[src/rtl/serial_pattern_gen.sv]
// Serializes 2-bit symbol codes into 5-bit frames (MSB first) followed by a zero guard gap.
// Optional SPG_FRAME_CNT_EN adds a saturating count of completed frames on frame_cnt.
module serial_pattern_gen #(
   parameter int unsigned GAP_CYCLES = 4
) (
   input  logic       clk,
   input  logic       rst,
   input  logic [1:0] in_code,
   input  logic       in_valid,
   output logic       in_ready,
   output logic       x,
   output logic       busy,
   output logic       done,
   output logic       err,
`ifdef SPG_FRAME_CNT_EN
   output logic [7:0] frame_cnt,
`endif
   output logic [1:0] state
);

   typedef enum logic [1:0] {
      StIdle = 2'b00,
      StSend = 2'b01,
      StGap  = 2'b10
   } state_e;

   state_e     state_q, state_d;
   logic [2:0] bit_cnt_q, bit_cnt_d;
   logic [3:0] gap_cnt_q, gap_cnt_d;
   logic [4:0] shreg_q, shreg_d;
   logic [4:0] pattern;
   logic       x_q, x_d;
   logic       done_q, done_d;
   logic       err_q, err_d;

   // Codes 01 and 11 are the only valid symbols; bit 1 selects the middle 1.
   assign pattern = in_code[1] ? 5'b10101 : 5'b10001;

   always_comb begin
      state_d   = state_q;
      bit_cnt_d = bit_cnt_q;
      gap_cnt_d = gap_cnt_q;
      shreg_d   = shreg_q;
      x_d       = 1'b0;
      done_d    = 1'b0;
      err_d     = 1'b0;
      unique case (state_q)
         StIdle: begin
            if (in_valid) begin
               if (in_code[0]) begin
                  x_d       = pattern[4];
                  shreg_d   = {pattern[3:0], 1'b0};
                  bit_cnt_d = 3'd1;
                  state_d   = StSend;
               end else begin
                  err_d = 1'b1;
               end
            end
         end
         StSend: begin
            if (bit_cnt_q == 3'd5) begin
               bit_cnt_d = 3'd0;
               if (GAP_CYCLES == 0) begin
                  state_d = StIdle;
                  done_d  = 1'b1;
               end else begin
                  state_d   = StGap;
                  gap_cnt_d = 4'd1;
               end
            end else begin
               x_d       = shreg_q[4];
               shreg_d   = {shreg_q[3:0], 1'b0};
               bit_cnt_d = bit_cnt_q + 3'd1;
            end
         end
         StGap: begin
            if (gap_cnt_q == 4'(GAP_CYCLES)) begin
               state_d   = StIdle;
               gap_cnt_d = 4'd0;
               done_d    = 1'b1;
            end else begin
               gap_cnt_d = gap_cnt_q + 4'd1;
            end
         end
         default: state_d = StIdle;
      endcase
   end

   always_ff @(posedge clk) begin
      if (rst) begin
         state_q   <= StIdle;
         bit_cnt_q <= 3'd0;
         gap_cnt_q <= 4'd0;
         shreg_q   <= 5'd0;
         x_q       <= 1'b0;
         done_q    <= 1'b0;
         err_q     <= 1'b0;
      end else begin
         state_q   <= state_d;
         bit_cnt_q <= bit_cnt_d;
         gap_cnt_q <= gap_cnt_d;
         shreg_q   <= shreg_d;
         x_q       <= x_d;
         done_q    <= done_d;
         err_q     <= err_d;
      end
   end

`ifdef SPG_FRAME_CNT_EN
   logic [7:0] frame_cnt_q;

   always_ff @(posedge clk) begin
      if (rst) begin
         frame_cnt_q <= 8'd0;
      end else if (done_d && (frame_cnt_q != 8'hff)) begin
         frame_cnt_q <= frame_cnt_q + 8'd1;
      end
   end

   assign frame_cnt = frame_cnt_q;
`endif

   assign in_ready = (state_q == StIdle);
   assign busy     = (state_q != StIdle);
   assign state    = state_q;
   assign x        = x_q;
   assign done     = done_q;
   assign err      = err_q;

endmodule

[config.mk]
export PLATFORM = sky130hd
export DESIGN_NAME = serial_pattern_gen
export DESIGN_NICKNAME = d
export VERILOG_FILES = /design/src/rtl/serial_pattern_gen.sv
export SDC_FILE = /design/constraint.sdc
export NUM_CORES = 1
export LEC_CHECK = 0
export BUFFER_PORTS_ARGS = -buffer_cell sky130_fd_sc_hd__buf_2
export CELL_PAD_IN_SITES_DETAIL_PLACEMENT = 0
export CELL_PAD_IN_SITES_GLOBAL_PLACEMENT = 1
export CORE_AREA = 2 2 46 48
export CTS_CLUSTER_SIZE = 8
export DETAILED_ROUTE_END_ITERATION = 6
export DIE_AREA = 0 0 48 50
export PLACE_DENSITY_LB_ADDON = 0.1
export SETUP_SLACK_MARGIN = 0.02
export SYNTH_ARGS = -nofsm -noshare
export SYNTH_HDL_FRONTEND = slang
export SYNTH_SLANG_ARGS = --single-unit
[constraint.sdc]
create_clock -name clk -period 3.45 [get_ports clk]
set_clock_uncertainty 0.05 [all_clocks]
set_input_delay 0.1725 -clock clk [delete_from_list [all_inputs] [get_ports clk]]
set_output_delay 0.1725 -clock clk [all_outputs]
set_load 0.02 [all_outputs]
# == Word level (Yosys, flattened, before mapping) ==
# Cells that the tools add are included.
# totals
reg_bits,17
inputBits,5
out_inout_bits,7
# classes
add_sub_neg,2
n_eq_ne,9
muxes,23
bitwise_logic,3
reduce_logical,10
# op_table
operator,n
5-bit 2-to-1 mux,3
3-bit 2-to-1 mux,4
2-bit != test (second input constant),5
5-bit one-hot mux with 2 select lines,1
2-bit 2-to-1 mux,4
4-bit 2-to-1 mux,2
4-bit one-hot mux with 2 select lines,1
4-bit AND reduction,2
2-bit one-hot mux with 3 select lines,1
3-bit one-hot mux with 2 select lines,1
2-bit nonzero test,3
1-bit 2-to-1 mux,5
4-bit by 1-bit adder with 4-bit output (second input constant),1
4-bit by 3-bit == test with 1-bit output (second input constant),1
3-bit by 1-bit adder with 3-bit output (second input constant),1
3-bit == test (second input constant),1
1-bit NOT,3
3-bit AND reduction,1
3-bit OR reduction,1
2-bit by 1-bit == test with 1-bit output (second input constant),1
2-bit == test (second input constant),1
2-bit logical NOT,1
1-bit one-hot mux with 2 select lines,1
2-bit AND reduction,1
2-bit OR reduction,1

# == Logic depth before layout (Yosys ltp) ==
# Gate-level depths: netlist of the first run.
# logic_depth
word_depth,4
depth_mapped,5

# == Worst setup path after synthesis of the first run ==
# Ideal clock, no wire load.
# synth_timing
path_type,reg2reg
startpoint,register state_q[1] (netlist: state[1])
endpoint,register err_q (netlist: err)
setup_time_ps,96
t_arrival_ps,1292
required_ps,3304
path_slack_ps,2012
stages_incl_launch_ff,5
period_less_slack_ps,1438
path_cell_list,dfxtp_1 -> buf_6 -> nor2_1 -> inv_1 -> nor4b_1
# synth_via
elab_chain_len,3
# synth_rtl
item,line_no,text
start: declaration,27,"state_e state_q, state_d;"
start signal: assignment,91,state_q <= StIdle;
start signal: assignment,99,state_q <= state_d;
2-bit logical NOT,n/a,
named net in_ready,10,"output logic in_ready,"
1-bit NOT (no source line),n/a,
3-bit OR reduction (no source line),n/a,
end signal: assignment,105,err_q <= err_d;
end: declaration,34,"logic err_q, err_d;"
# The timed path passes the listed nets, and every way through them passes these cells.
# A chain may end at the register's enable or synchronous reset.

# == Final worst setup path of the first run ==
# layout_timing
startpoint,register state_q[1] (netlist: state[1])
endpoint,register gap_cnt_q[2]
# layout_via
elab_chain_len,3
# layout_rtl
item,line_no,text
2-bit by 1-bit == test with 1-bit output / 2-bit == test (equally long branches),47,unique case (state_q)
2-bit != test (no source line) / 2-bit nonzero test (equally long branches),n/a,
2-bit AND reduction (no source line),n/a,
end signal: assignment,101,gap_cnt_q <= gap_cnt_d;
end: declaration,29,"logic [3:0] gap_cnt_q, gap_cnt_d;"
# Parallel ways exist; a longest one is shown, timed or not.

==> flow_metrics.tcl, run 1 <==
set metrics [dict create \
    setup_viol 0 \
    p_comb_frac 0.107 \
    slew_headroom 0.7657 \
    grt_overflow 0 \
    p_int_uw 270.3 \
    clockPowerShare 0.344 \
    drive_above_1_share 0.2065 \
    rows 16 \
    syn_avg_cell_area_sq_um 9.445 \
    ir_drop_v 0.0002813 \
    synth_mux_area_frac 0 \
    fin_hold_ws_ps 36.09 \
    worstPathArrival_ps 1560 \
    maxCapViolCount 0 \
    drv_slew 0 \
    drtIter0Drc 18 \
    yosysUniqueCellTypes 34 \
    hold_start "in_code[0]" \
    min_to "err$_SDFF_PP0_" \
    dp_cells 115 \
    cp_max_fo 12 \
    syn_inst 82 \
    grt_pass1_vias 553 \
    postLayoutCoreUtil 0.4546 \
    grt_start_max_net_pins 17 \
    numCtsBuffers 3 \
    crit_slowest_cell "dfxtp_1" \
    nNetsFinal 100 \
    dieArea_sq_mm 0.002400 \
    synthSimpleGateAreaFrac 0.2536 \
    gp_congestion 0.7762 \
    yosys_warnings 0 \
    drc 0 \
    cp_cell_sequence "nand2b_1 -> o21ai_1 -> a311oi_1" \
    synth_fa_ha_area_frac 0.03231 \
    area_growth_pct 11.63 \
    drtAntennaViolNets 0 \
    clockRootBuffer "clkbuf_4" \
    vias_per_cell 5.412 \
    rsz0062_at_grt "false" \
    r2r-end "gap_cnt_q[2]$_SDFFE_PP0P_" \
    post-cts-setup-buffer-count 0 \
    finalCritPeriodShare 0.4084 \
    p_per_area_mw_per_mm2 414.4 \
    grt_pass1_wl_mm 2.642 \
    clk_pin_slew_ps 100 \
    htree_num_levels 1 \
    reg2reg_from "state[1]$_SDFFE_PP0P_" \
    ctsHoldBuffers 0 \
    leakage_uw 0.0003232 \
    cpPeakStageDelay_ps 540 \
    status "finished clean" \
    layout_min_cycle_time_ps 1409 \
    cts_resized 0 \
    synth_top_family_by_area "simple AND/OR/NAND/NOR gates" \
    pwr-share-seq 0.549 \
    io_pins 12 \
    setup_tns_ps 0 \
    synthesis.area_sq_um 774.5 \
    cp-end-kind "flip-flop" \
    hp-class "in -> reg" \
    wirelength_mm 1.580 \
    rrSetupSlack_ps 2040 \
    instances_no_fill 119 \
    layout_common_cells "dfxtp_1, buf_2, a21oi_1" \
    clock_latency_ps 290 \
    track_usage 0.1517 \
    synth-seq-cells 16 \
    switching_power_uw 87.99 \
    vias 644 \
    antenna_found_initial 0 \
    cts_sinks 16 \
    wl_per_cell_microns 13.28 \
    synth_fp_nets 89 \
    ctsLongestPathBuffers 2 \
    die_h_microns 50 \
    swShare 0.2456 \
    portBuffers 11 \
    worstSetupStartpointType "flip-flop" \
    crit_required_ps 3600 \
    mostFrequentLayoutCell "dfxtp_1" \
    r2r_cells 3 \
    hold_path_depth 2 \
    n_antenna_cell 0 \
    cts_tree "done" \
    yosys.area_share.xor_xnor 0 \
    synth_compound_area_frac 0.2359 \
    hold_viol_final 0 \
    crit_type "reg -> reg" \
    worst_pin_slew_ps 351.0 \
    dr.pass1.iters 4 \
    ys_seq_area_frac 0.4136 \
    dpl.hpwl_mm 1.093 \
    initial_core_util 0.4072 \
    core_sq_mm 0.001902 \
    die_w_microns 48 \
    startpoint "state[1]$_SDFFE_PP0P_" \
    max_freq_mhz 709.8 \
    nFillCells 188 \
]
[worst max-delay path by stage]
stage / endpoint / slack, ps / depth (start not counted)
after detailed placement: gap_cnt_q[2]$_SDFFE_PP0P_ / 2080 / 3
after floorplan: err$_SDFF_PP0_ / 2010 / 4
after CTS: gap_cnt_q[2]$_SDFFE_PP0P_ / 2050 / 3
final: gap_cnt_q[2]$_SDFFE_PP0P_ / 2040 / 3
after global placement: shreg_q[3]$_SDFFE_PP0P_ / 2090 / 3
after global routing: gap_cnt_q[2]$_SDFFE_PP0P_ / 1930 / 3
[synthesized netlist by cell type]
master,count,area [sq um]
nand3b_1,5,37.54
clkbuf_1,1,3.750
o21ai_1,1,5.000
and3_1,1,6.260
a311oi_1,2,17.52
a211oi_1,4,30.03
buf_4,2,15.01
nand4bb_2,1,16.27
nor2_1,2,7.510
dfxtp_1,16,320.3
a31oi_1,2,12.51
nand2_1,4,15.01
nand2b_1,2,12.51
o211ai_1,4,30.03
a311oi_2,1,15.01
and2b_2,1,8.760
nand3_1,2,10.01
a2bb2oi_1,1,8.760
buf_6,1,11.26
nor2b_1,2,12.51
a21oi_1,7,35.03
buf_2,1,5.000
nor4b_1,1,8.760
o21ai_0,1,5.000
and3b_1,1,8.760
and2b_1,1,7.510
nor3_1,3,15.01
o21ai_2,1,8.760
a22oi_1,1,7.510
nand4b_1,2,17.52
and4bb_1,1,12.51
inv_1,4,15.01
ha_1,2,25.02
a21o_1,1,7.510
[through the flow]
| stage | worst slack [ps] | instance area [sq um] | power (uW) |
|---|---|---|---|
| 4_1_cts | 2051 | 864.6 | 362.5 |
| 5_1_grt | 1933 | 864.6 | 376.5 |
| 3_3_place_gp | 2089 | 828.3 | 239.3 |
| 3_5_place_dp | 2078 | 828.3 | 239.3 |
| 2_1_floorplan | 2011 | 774.5 | 228.5 |
| 6_report | 2041 | 864.6 | 358.3 |
[cells by family after synthesis]
family	count (synthesis)
DFF	16
and+or+nand+nor	29
buffers and inverters	9
AOI/OAI and AO/OA	26
adders and majority gates	2
[flip-flops by register name, summed over array words and instances (netlist names)]
register,cells
gap_cnt_q,4
shreg_q,4
err,1
done,1
state,2
bit_cnt_q,3
x,1
[power by group through the flow]
| stage | combinational [uW] | clock, uW | sequential [uW] |
|---|---|---|---|
| floorplan | 26.7 | 0 | 202 |
| global placement | 38.6 | 0 | 201 |
| detailed placement | 38.3 | 0 | 201 |
| CTS | 38.6 | 127 | 197 |
| global route | 42.1 | 136 | 198 |
| finish | 38.4 | 123 | 197 |
[layout make-up]
cell class	instances	area [sq um]	share of cell area
inverters	4	15.01	0.01737
repair buffers	11	55.05	0.06368
multi-input cells	57	404.1	0.4674
flip-flops and latches	16	320.3	0.3705
clock buffers	4	36.28	0.04197
well taps	27	33.78	0.03907
[metal layers]
layer / vias to the layer above / routed length [microns] / track usage
met5: - / 0 / 0
met4: 0 / 14 / 0.04054
met3: 2 / 66 / 0.05495
met2: 17 / 677 / 0.1933
met1: 296 / 822 / 0.2356
li1: 329 / - / -
[critical path: cells and delay by family, from the launching register on]
family             cells  cell delay [ps]
and+or+nand+nor        1              340
AOI/OAI and AO/OA      2              390
DFF                    1              540
Power figures use the tool's default switching activity.
==> run 2: changes to the inputs <==
--- a/config.mk
+++ b/config.mk
@@ -8,10 +8,10 @@
 export BUFFER_PORTS_ARGS = -buffer_cell sky130_fd_sc_hd__buf_2
 export CELL_PAD_IN_SITES_DETAIL_PLACEMENT = 0
 export CELL_PAD_IN_SITES_GLOBAL_PLACEMENT = 1
-export CORE_AREA = 2 2 46 48
+export CORE_AREA = 2 2 48 50
 export CTS_CLUSTER_SIZE = 8
 export DETAILED_ROUTE_END_ITERATION = 6
-export DIE_AREA = 0 0 48 50
+export DIE_AREA = 0 0 50 52
 export PLACE_DENSITY_LB_ADDON = 0.1
 export SETUP_SLACK_MARGIN = 0.02
 export SYNTH_ARGS = -nofsm -noshare
==> constraint.sdc (replaced) <==
create_clock -name clk -period 1.4 [get_ports clk]
set_clock_uncertainty 0.05 [all_clocks]
set_input_delay 0.07 -clock clk [delete_from_list [all_inputs] [get_ports clk]]
set_output_delay 0.07 -clock clk [all_outputs]
set_load 0.02 [all_outputs]
==> flow_metrics.tcl, run 2 (synthesis gave the netlist of run 1 again) <==
set metrics [dict create \
    grt_overflow 0 \
    grt_pass1_wl_mm 2.815 \
    hold_start "in_code[1]" \
    drv_slew 0 \
    max_freq_mhz 786.3 \
    reg_top3 "gap_cnt_q: 4 flops, shreg_q: 4 flops, bit_cnt_q: 3 flops" \
    initial_core_util 0.3678 \
    dieArea_sq_mm 0.002600 \
    slew_headroom 0.8026 \
    fin_hold_ws_ps 25.91 \
    cts_sinks 16 \
    vias 656 \
    leakage_uw 0.0003347 \
    antenna_found_initial 0 \
    setup_tns_ps 0 \
    status "finished clean" \
    layout_common_cells "dfxtp_1, buf_2, a21oi_1" \
    cts_tree "done" \
    clock_latency_ps 290 \
    area_growth_pct 15.35 \
    hp-class "in -> reg" \
    worst_slack_ps 128.2 \
    grt_start_max_net_pins 17 \
    portBuffers 11 \
    track_usage 0.1443 \
    drive_above_1_share 0.2766 \
    rsz0062_at_grt "false" \
    clockRootBuffer "clkbuf_4" \
    rows 17 \
    n_antenna_cell 0 \
    crit_required_ps 1530 \
    maxCapViolCount 0 \
    post-cts-setup-buffer-count 0 \
    die_w_microns 50 \
    clk_pin_slew_ps 100 \
    numCtsBuffers 3 \
    die_h_microns 52 \
    postLayoutCoreUtil 0.4242 \
    worstPathArrival_ps 1400 \
    finalCritPeriodShare 0.9084 \
    placed_area_sq_um 839.6 \
    worstSetupStartpointType "flip-flop" \
    preCtsSetupSlack_ps 24.60 \
    nNetsFinal 102 \
    p_per_area_mw_per_mm2 1003 \
    dr.pass1.iters 4 \
    cp_max_fo 7 \
    startpoint "bit_cnt_q[1]$_SDFFE_PP0P_" \
    drtAntennaViolNets 0 \
    mostFrequentLayoutCell "dfxtp_1" \
    io_pins 12 \
    vias_per_cell 5.377 \
    wl_per_cell_microns 12.89 \
    setup_viol 0 \
    grt_pass1_vias 654 \
    cp-end-kind "flip-flop" \
    gp_congestion 0.7151 \
    htree_num_levels 1 \
    finalInstanceArea_sq_um 893.4 \
    drtIter0Drc 10 \
    hold_viol_final 0 \
    core_sq_mm 0.002106 \
    layout_min_cycle_time_ps 1272 \
    worst_pin_slew_ps 296.1 \
    ir_drop_v 0.0005530 \
    reg2reg_from "bit_cnt_q[1]$_SDFFE_PP0P_" \
    wirelength_mm 1.572 \
    ctsLongestPathBuffers 2 \
    dpl.hpwl_mm 1.111 \
    drc 0 \
    crit_type "reg -> reg" \
]
## run 2: power by group
| part | switching [uW] | total (uW) | internal (uW) | leakage [uW] |
|---|---|---|---|---|
| Clock | 154 | 313 | 158 | 0.0000210 |
| Combinational | 57.1 | 97.8 | 40.7 | 0.000182 |
| Sequential | 14.6 | 486 | 471 | 0.000131 |
| Total | 226 | 896 | 670 | 0.000335 |
## run 2: what timing repair did
item | in CTS | in global routing
setup endpoints to repair | 1 | 7
hold buffers | 1 | 0
gates resized for setup | 1 | 4
endpoints found under the hold margin | 1 | 0
pin swaps | 0 | 1
cloned | 0 | 0
## run 2: stage by stage
stage / std cells / total power, uW
finish: 122 / 896.0
CTS: 122 / 901.2
global placement: 117 / 590.9
detailed placement: 117 / 590.5
floorplan: 82 / 564.0
global route: 122 / 932.0
## run 2: worst paths after layout
| check | to | slack (ps) | cells after the start |
|---|---|---|---|
| max | shreg_q[3]$_SDFFE_PP0P_ | 130 | 3 |
| min | shreg_q[3]$_SDFFE_PP0P_ | 30 | 3 |
| max reg2reg | shreg_q[3]$_SDFFE_PP0P_ | 130 | 3 |
| min reg2reg | shreg_q[2]$_SDFFE_PP0P_ | 430 | 2 |
## run 2: final cells by class
type | instances | area [sq um]
clock buffer | 4 | 36.28
fill | 209 | 1212
inverter | 4 | 15.01
multi-input combinational | 57 | 410.4
sequential | 16 | 324.1
tap | 28 | 35.03
timing repair buffer | 13 | 72.57
## run 2: per-layer routing
layer | share of wire | GRT usage | vias up
met4 | 0.011 | 0.08333 | 0
met1 | 0.49 | 0.1767 | 311
met5 | 0 | 0 | -
met2 | 0.46 | 0.2303 | 13
met3 | 0.038 | 0.03448 | 2
li1 | - | - | 330
## run 2: critical path, cell delays in order, from the launching register on
cell and delay [ps]:
dfxtp_1 360, nand3b_1 310, a211oi_1 370, a311oi_2 80
==> run 3: changes to the inputs <==
--- a/config.mk
+++ b/config.mk
@@ -8,10 +8,10 @@
 export BUFFER_PORTS_ARGS = -buffer_cell sky130_fd_sc_hd__buf_2
 export CELL_PAD_IN_SITES_DETAIL_PLACEMENT = 0
 export CELL_PAD_IN_SITES_GLOBAL_PLACEMENT = 1
-export CORE_AREA = 2 2 48 50
+export CORE_AREA = 3 3 49 51
 export CTS_CLUSTER_SIZE = 8
 export DETAILED_ROUTE_END_ITERATION = 6
-export DIE_AREA = 0 0 50 52
+export DIE_AREA = 0 0 52 54
 export PLACE_DENSITY_LB_ADDON = 0.1
 export SETUP_SLACK_MARGIN = 0.02
 export SYNTH_ARGS = -nofsm -noshare
==> flow_metrics.tcl, run 3 (synthesis gave the netlist of run 1 again) <==
set metrics [dict create \
    met1_usage 0.1823 \
    crit_type "reg -> reg" \
    clock_latency_ps 280 \
    ir_drop_v 0.0005986 \
    die_w_microns 52 \
    cts_sinks 16 \
    n_antenna_cell 0 \
    drv_slew 0 \
    htree_num_levels 1 \
    post-cts-setup-buffer-count 0 \
    io_pins 12 \
    antenna_found_initial 0 \
    gp_congestion 0.8036 \
    portBuffers 11 \
    mostFrequentLayoutCell "dfxtp_1" \
    max_freq_mhz 799.2 \
    drtIter0Drc 8 \
    grt_use_met2 0.2259 \
    crit_required_ps 1520 \
    r2r_cells 3 \
    nNetsFinal 103 \
    initial_core_util 0.3908 \
    dieArea_sq_mm 0.002808 \
    r2r-end "shreg_q[3]$_SDFFE_PP0P_" \
    grt_pass1_wl_mm 2.911 \
    hold_viol_final 0 \
    dpl.hpwl_mm 1.142 \
    startpoint "bit_cnt_q[0]$_SDFFE_PP0P_" \
    setup_tns_ps 0 \
    rsz0062_at_grt "false" \
    postLayoutCoreUtil 0.4463 \
    status "finished clean" \
    slew_headroom 0.7943 \
    worstSetupStartpointType "flip-flop" \
    drtAntennaViolNets 0 \
    clk_pin_slew_ps 90 \
    cts_tree "done" \
    clockRootBuffer "clkbuf_4" \
    cpPeakStageDelay_ps 410 \
    rrSetupSlack_ps 150 \
    cp_max_fo 7 \
    layout_common_cells "dfxtp_1, buf_2, a21oi_1" \
    worstSetupEndpoint "shreg_q[3]$_SDFFE_PP0P_" \
    die_h_microns 54 \
    vias_per_cell 5.298 \
    p_per_area_mw_per_mm2 931.4 \
    reg_top3 "gap_cnt_q: 4 flops, shreg_q: 4 flops, bit_cnt_q: 3 flops" \
    core_sq_mm 0.001982 \
    drc 0 \
    finalCritPeriodShare 0.8937 \
    track_usage 0.1429 \
    cp_cell_sequence "nand3b_1 -> a211oi_1 -> a311oi_2" \
    grt_overflow 0 \
    grt_most_used_layer "met2" \
    reg2reg_from "bit_cnt_q[0]$_SDFFE_PP0P_" \
    layout_min_cycle_time_ps 1251 \
    grt_pass1_vias 634 \
    maxCapViolCount 0 \
    rows 16 \
    crit_slowest_cell "dfxtp_1" \
    worst_pin_slew_ps 308.6 \
    wirelength_mm 1.636 \
    leakage_uw 0.0003320 \
    vias 641 \
    drive_above_1_share 0.2660 \
    wl_per_cell_microns 13.52 \
    ctsLongestPathBuffers 2 \
    met3_usage 0.03601 \
    numCtsBuffers 3 \
    instances_no_fill 121 \
    setup_viol 0 \
    area_growth_pct 14.22 \
    hp-class "in -> reg" \
    dr.pass1.iters 2 \
    grt_start_max_net_pins 17 \
    dp_cells 117 \
    worstPathArrival_ps 1370 \
    cp-end-kind "flip-flop" \
]
[run 3: changes by cell type in the layout (fill, tap and decap cells not counted)]
cell	previous run	this run
and2b_1	0	1
and2b_2	2	1
buf_4	1	2
clkbuf_8	1	0
[run 3: worst max-delay path: cells and delay by family (launching register included)]
family	cells	cell delay [ps]
flops	1	410
simple gates	1	250
compound gates	2	420
[run 3: through the flow]
| stage | total power (uW) | hold slack [ps] | setup WS, ps | instance area [sq um] |
|---|---|---|---|---|
| floorplan | 564.0 | 87.86 | 77.77 | 777.0 |
| global placement | 591.5 | 246.2 | 105.5 | 845.8 |
| detailed placement | 590.9 | 241.4 | 89.64 | 845.8 |
| CTS | 838.2 | 19.76 | 45.38 | 878.3 |
| global route | 871.6 | 39.91 | 37.64 | 884.6 |
| finish | 823.9 | 29.22 | 148.8 | 884.6 |
[run 3: how the worst min path moves through the flow]
stage                                         end  slack [ps]  startpoint  cells after the start
after global placement             err$_SDFF_PP0_         250  in_code[0]                      2
final                              err$_SDFF_PP0_          30    in_valid                      2
after global routing               err$_SDFF_PP0_          40    in_valid                      2
after CTS                          err$_SDFF_PP0_          20    in_valid                      2
after floorplan           shreg_q[3]$_SDFFE_PP0P_          90         rst                      1
after detailed placement           err$_SDFF_PP0_         240  in_code[0]                      2
[run 3: report_power, final]
part / internal [uW] / switching (uW)
Combinational: 40.2 / 57.5
Sequential: 471 / 14.9
Clock: 99.8 / 141
[run 3: area by class of cell]
cell class / instances / area, sq um
fillers: 199 / 1097
multi-input cells: 57 / 409.1
flip-flops and latches: 16 / 324.1
repair buffers: 14 / 80.08
well taps: 27 / 33.78
clock buffers: 3 / 22.52
inverters: 4 / 15.01
[run 3: what timing repair did]
action / in CTS / in global routing
resized for setup: 0 / 4
endpoints found under the hold margin: 1 / 0
hold buffers: 1 / 0
setup endpoints to repair: 0 / 7
[run 3: routing by layer]
layer | vias to the layer above | share of wire
li1 | 333 | -
met1 | 299 | 0.51
met2 | 7 | 0.46
met3 | 2 | 0.026
met4 | 0 | 0.0061
met5 | - | 0
